`config.mk`:
```
export PLATFORM = sky130hd
export DESIGN_NAME = mul_result_stage
export DESIGN_NICKNAME = d
export VERILOG_FILES = /design/src/rtl/mul_pkg.sv /design/src/rtl/mul_sign_corr.sv /design/src/rtl/mul_result_stage.sv
export SDC_FILE = /design/constraint.sdc
export NUM_CORES = 1
export LEC_CHECK = 0
export CAP_MARGIN = 30
export CORE_ASPECT_RATIO = 1.4
export CORE_MARGIN = 2
export CORE_UTILIZATION = 45
export CTS_CLUSTER_SIZE = 10
export DETAILED_ROUTE_END_ITERATION = 10
export PLACE_DENSITY = 0.71
export SYNTH_ARGS = -nofsm -noshare
export SYNTH_HDL_FRONTEND = slang
export SYNTH_SLANG_ARGS = --single-unit
```
`constraint.sdc`:
```
create_clock -name clk -period 6.68 [get_ports clk]
set_input_delay 1.002 -clock clk [delete_from_list [all_inputs] [get_ports clk]]
set_output_delay 1.002 -clock clk [all_outputs]
set_load 0.05 [all_outputs]
```
`src/rtl/mul_pkg.sv`:
```
// ---------------------------------------------------------------------------
// mul_pkg: op encoding and widths shared by the multiply issue/result stages.
// Rev 1.0
// ---------------------------------------------------------------------------
`default_nettype none

package mul_pkg;

  localparam int XLEN   = 32;
  localparam int PROD_W = 64;

  typedef enum logic [1:0] {
    MUL    = 2'd0,
    MULH   = 2'd1,
    MULHSU = 2'd2,
    MULHU  = 2'd3
  } mul_op_e;

endpackage

`default_nettype wire

```
`src/rtl/mul_sign_corr.sv`:
```
// ---------------------------------------------------------------------------
// mul_sign_corr: high-word correction turning an unsigned product into a signed one.
// Rev 1.0
// ---------------------------------------------------------------------------
`default_nettype none

module mul_sign_corr
  import mul_pkg::*;
(
  input  mul_op_e         op_i,
  input  logic [XLEN-1:0] a_i,
  input  logic [XLEN-1:0] b_i,
  output logic [XLEN-1:0] corr_o
);

  // A negative operand read as unsigned adds 2^32 * (other operand) to the
  // product, so its high word is over by exactly that other operand.
  always_comb begin
    corr_o = '0;
    case (op_i)
      MULH:    corr_o = (a_i[XLEN-1] ? b_i : '0) + (b_i[XLEN-1] ? a_i : '0);
      MULHSU:  corr_o =  a_i[XLEN-1] ? b_i : '0;
      default: corr_o = '0;
    endcase
  end

endmodule

`default_nettype wire

```
`src/rtl/mul_result_stage.sv`:
```
// ---------------------------------------------------------------------------
// mul_result_stage: two-stage valid/ready pipe producing MUL/MULH/MULHSU/MULHU results.
// Rev 1.0
// ---------------------------------------------------------------------------
`default_nettype none

module mul_result_stage
  import mul_pkg::*;
#(
  parameter int TAG_W = 5
) (
  input  logic              clk,
  input  logic              rst_n,
  input  logic              in_valid,
  output logic              in_ready,
  input  mul_op_e           in_op,
  input  logic [XLEN-1:0]   in_a,
  input  logic [XLEN-1:0]   in_b,
  input  logic [PROD_W-1:0] in_product,
  input  logic [TAG_W-1:0]  in_tag,
  output logic              out_valid,
  input  logic              out_ready,
  output logic [XLEN-1:0]   out_result,
  output logic [TAG_W-1:0]  out_tag
);

  logic              v1_q;
  mul_op_e           op1_q;
  logic [TAG_W-1:0]  tag1_q;
  logic [XLEN-1:0]   lo1_q;
  logic [XLEN-1:0]   hi1_q;
  logic [XLEN-1:0]   corr1_q;
  logic              v2_q;
  logic [XLEN-1:0]   result_q;
  logic [TAG_W-1:0]  tag2_q;

  logic              adv1;
  logic              adv2;
  logic [XLEN-1:0]   corr_d;
  logic [XLEN-1:0]   result_d;

  assign adv2     = !v2_q || out_ready;
  assign adv1     = !v1_q || adv2;
  assign in_ready = adv1;

  mul_sign_corr u_sign_corr (
    .op_i   (in_op),
    .a_i    (in_a),
    .b_i    (in_b),
    .corr_o (corr_d)
  );

  assign result_d = (op1_q == MUL) ? lo1_q : (hi1_q - corr1_q);

  // Payloads load only alongside a valid so bubbles keep their last value.
  always_ff @(posedge clk) begin
    if (!rst_n) begin
      v1_q     <= 1'b0;
      op1_q    <= MUL;
      tag1_q   <= '0;
      lo1_q    <= '0;
      hi1_q    <= '0;
      corr1_q  <= '0;
      v2_q     <= 1'b0;
      result_q <= '0;
      tag2_q   <= '0;
    end else begin
      if (adv1) begin
        v1_q <= in_valid;
        if (in_valid) begin
          op1_q   <= in_op;
          tag1_q  <= in_tag;
          lo1_q   <= in_product[XLEN-1:0];
          hi1_q   <= in_product[PROD_W-1:XLEN];
          corr1_q <= corr_d;
        end
      end
      if (adv2) begin
        v2_q <= v1_q;
        if (v1_q) begin
          result_q <= result_d;
          tag2_q   <= tag1_q;
        end
      end
    end
  end

  assign out_valid  = v2_q;
  assign out_result = result_q;
  assign out_tag    = tag2_q;

endmodule

`default_nettype wire

```
==> reports/qor.yml <==
run_status:
  status: "finished clean"
floorplan:
  die_x_um: 124.0
  core-area_um2: 19840
  placementRows: 61
  die-area_um2: 21340
  initial_core_util: 0.4574
  die_h_um: 172.1
  pin_count: 178
finish:
  multi_input_area_um2: 5766
  ff_latch_area_um2: 2843
  antennaDiodeCount: 0
  fin_nets: 1549
  layout_common_cells: "231 x nand2_1, 177 x clkdlybuf4s50_1, 149 x a21oi_1, 142 x dfxtp_1, 64 x ha_1"
  drive_gt1_frac: 0.04428
  fillers: 1880
  layout_commonest_cell: "nand2_1"
  area_delta_synth_final_pct: 27.97
hold_path:
  hold_depth: 2
  worstHoldPathType: "flop to flop"
grt:
  grt_pass1_wl_mm: 41.23
  overflow: 0
  grt_use_total: 0.2398
  grt_max_degree: 66
  antenna_found_initial: 0
  grt_pass1_vias: 8575
timing:
  setup_violations: 0
  rsz0062_at_grt: "no"
  finalCritPeriodShare: 0.6353
  relSlewSlack: 0.4505
  skew_ns: 0.008425
  final_hold_viol_count: 0
  worst_pin_slew_ns: 0.8200
  setup_tns_ns: 0
  setup_ws_ns: 2.436
  drv_slew: 0
  min_period_ns: 4.244
  hold_ws_ns: 0.4514
  fmax_mhz: 235.6
pwr:
  p_leak_uw: 0.004748
  pwr-share-seq: 0.356
  switching_share: 0.2933
  p_comb_frac: 0.262
  p_per_area_nw_per_um2: 221.4
  peakVddDrop_v: 0.0001647
  p_sw_uw: 754.4
  intPower_uw: 1817
  p_clk_frac: 0.381
worst_setup_path:
  critPathKind: "primary input to flop"
  critPathMaxFanout: 32
  cp_data_arrival_time_ns: 4.51
  worstSetupEndpointType: "flop"
  worstPathRequired_ns: 6.95
  start_kind: "primary input"
  rr_worst_depth: 12
clocking:
  htree_levels: 4
  clk_pin_slew_ns: 0.06
  ctsHoldBuffers: 0
  root_buffer: "clkbuf_16"
  clockBufferDepth: 2
  clock_latency_ns: 0.41
  tritoncts: "yes"
  post_cts_buffers: 0
  cts_made_buffers: 17
  cts.repair.resized: 0
  clock-sinks: 142
synthesis:
  yosys_most_used_dff: "dfxtp_1"
  yosysWarnings: 0
  syn_nets: 1414
  netlist_instances: 1209
  async_flop_share: 0
  ys_seq_area_frac: 0.3132
  synth_area_um2: 9077
  synth-edff-count: 0
  ys_seq_elements: 142
  avgSynthCellArea_um2: 7.508
  synth.distinct_cells: 69
placement:
  dpl.hpwl_mm: 19.04
  post-place-ws_ns: 2.068
  place_congestion: 0.9045
  port_buffers: 177
route:
  vias: 8850
  wl_per_cell_um: 15.76
  viasPerCell: 5.507
  drt_iter0_markers: 627
  antenna_left: 0
  firstDrtPassIters: 5
  wirelength_mm: 25.33
  route.detailed.drc: 0
flow_run:
  drv_cap: 0
## final timing paths
check,from,end,slack [ns]
setup / recovery,in_a[31],corr1_q[30],2.44
hold reg to reg,out_result[2],out_result[2],0.45
setup reg to reg,corr1_q[0],out_result[26],3.61
hold / removal,out_result[2],out_result[2],0.45
## cells by family after synthesis
| family | after synthesis | share of synthesized area |
|---|---|---|
| AOI/OAI and AO/OA | 369 | 0.2590 |
| xor gates and xnor gates | 53 | 0.05114 |
| adders and majority gates | 66 | 0.09263 |
| buffers and inverters | 128 | 0.05376 |
| DFF | 142 | 0.3132 |
| muxes | 1 | 0.001103 |
| and+or+nand+nor | 450 | 0.2292 |
## cell usage after synthesis (all sizes together), types with 5 or more instances
cell / instances / area share
nand2: 232 / 0.096
a21oi: 151 / 0.086
dfxtp: 142 / 0.31
clkbuf: 64 / 0.026
ha: 64 / 0.088
and2: 60 / 0.042
nor2: 59 / 0.024
inv: 57 / 0.024
o21ai: 56 / 0.031
a21o: 36 / 0.030
xnor2: 32 / 0.031
a31oi: 26 / 0.018
nor3: 21 / 0.012
xor2: 21 / 0.020
a22oi: 20 / 0.017
nand3: 20 / 0.011
and3: 11 / 0.0081
a22o: 10 / 0.0096
a311oi: 10 / 0.0096
nand2b: 10 / 0.0069
nand4: 9 / 0.0062
o211ai: 9 / 0.0090
o21bai: 9 / 0.0079
buf: 7 / 0.0037
nor2b: 7 / 0.0048
o31ai: 6 / 0.0055
a41oi: 5 / 0.0057
o21a: 5 / 0.0041
## flip-flops by register name, summed over array words and instances, names as in the netlist
register / flops
corr1_q: 32
hi1_q: 32
lo1_q: 32
op1_q: 2
out_result: 32
out_tag: 5
out_valid: 1
tag1_q: 5
v1_q: 1
## worst max-delay path, stage by stage
cell and delay, ns:
clkdlybuf4s50_1 0.40, buf_4 0.23, and2_1 0.19, ha_1 0.23
fa_1 0.45, a21o_1 0.19, a21oi_1 0.28, o21ai_1 0.17
a41oi_2 0.40, o21ai_1 0.15, o41a_1 0.36, a31oi_1 0.21
xor2_1 0.16, o21ai_1 0.07
## power groups by stage
stage / clock [µW] / combinational [µW] / sequential [µW]
2_1_floorplan: 0 / 410 / 977
3_3_place_gp: 0 / 664 / 933
3_5_place_dp: 0 / 669 / 934
4_1_cts: 995 / 674 / 917
5_1_grt: 1030 / 742 / 921
6_report: 981 / 674 / 916
## layout make-up
class | instances | share of cell area
clock buffer | 19 | 0.03813
clock inverter | 11 | 0.01443
inverter | 57 | 0.01853
multi-input combinational | 939 | 0.4963
sequential | 142 | 0.2447
tap | 252 | 0.02714
timing repair buffer | 187 | 0.1607
## stage by stage
stage / std cells / util / total power [µW] / cell area [µm²]
3_5_place_dp: 1577 / 0.5546 / 1604 / 11010
5_1_grt: 1607 / 0.5854 / 2693 / 11620
3_3_place_gp: 1576 / 0.5532 / 1597 / 10980
6_report: 1607 / 0.5854 / 2572 / 11620
2_1_floorplan: 1209 / - / 1387 / 9077
4_1_cts: 1607 / 0.5854 / 2586 / 11620
## layer usage
metal  GRT usage  part of all wire
met4     0.07426             0.022
met1      0.3035              0.44
met2      0.4226              0.49
met3     0.02770             0.052
met5           0                 0
No activity file was read; power rests on OpenSTA's default activity.
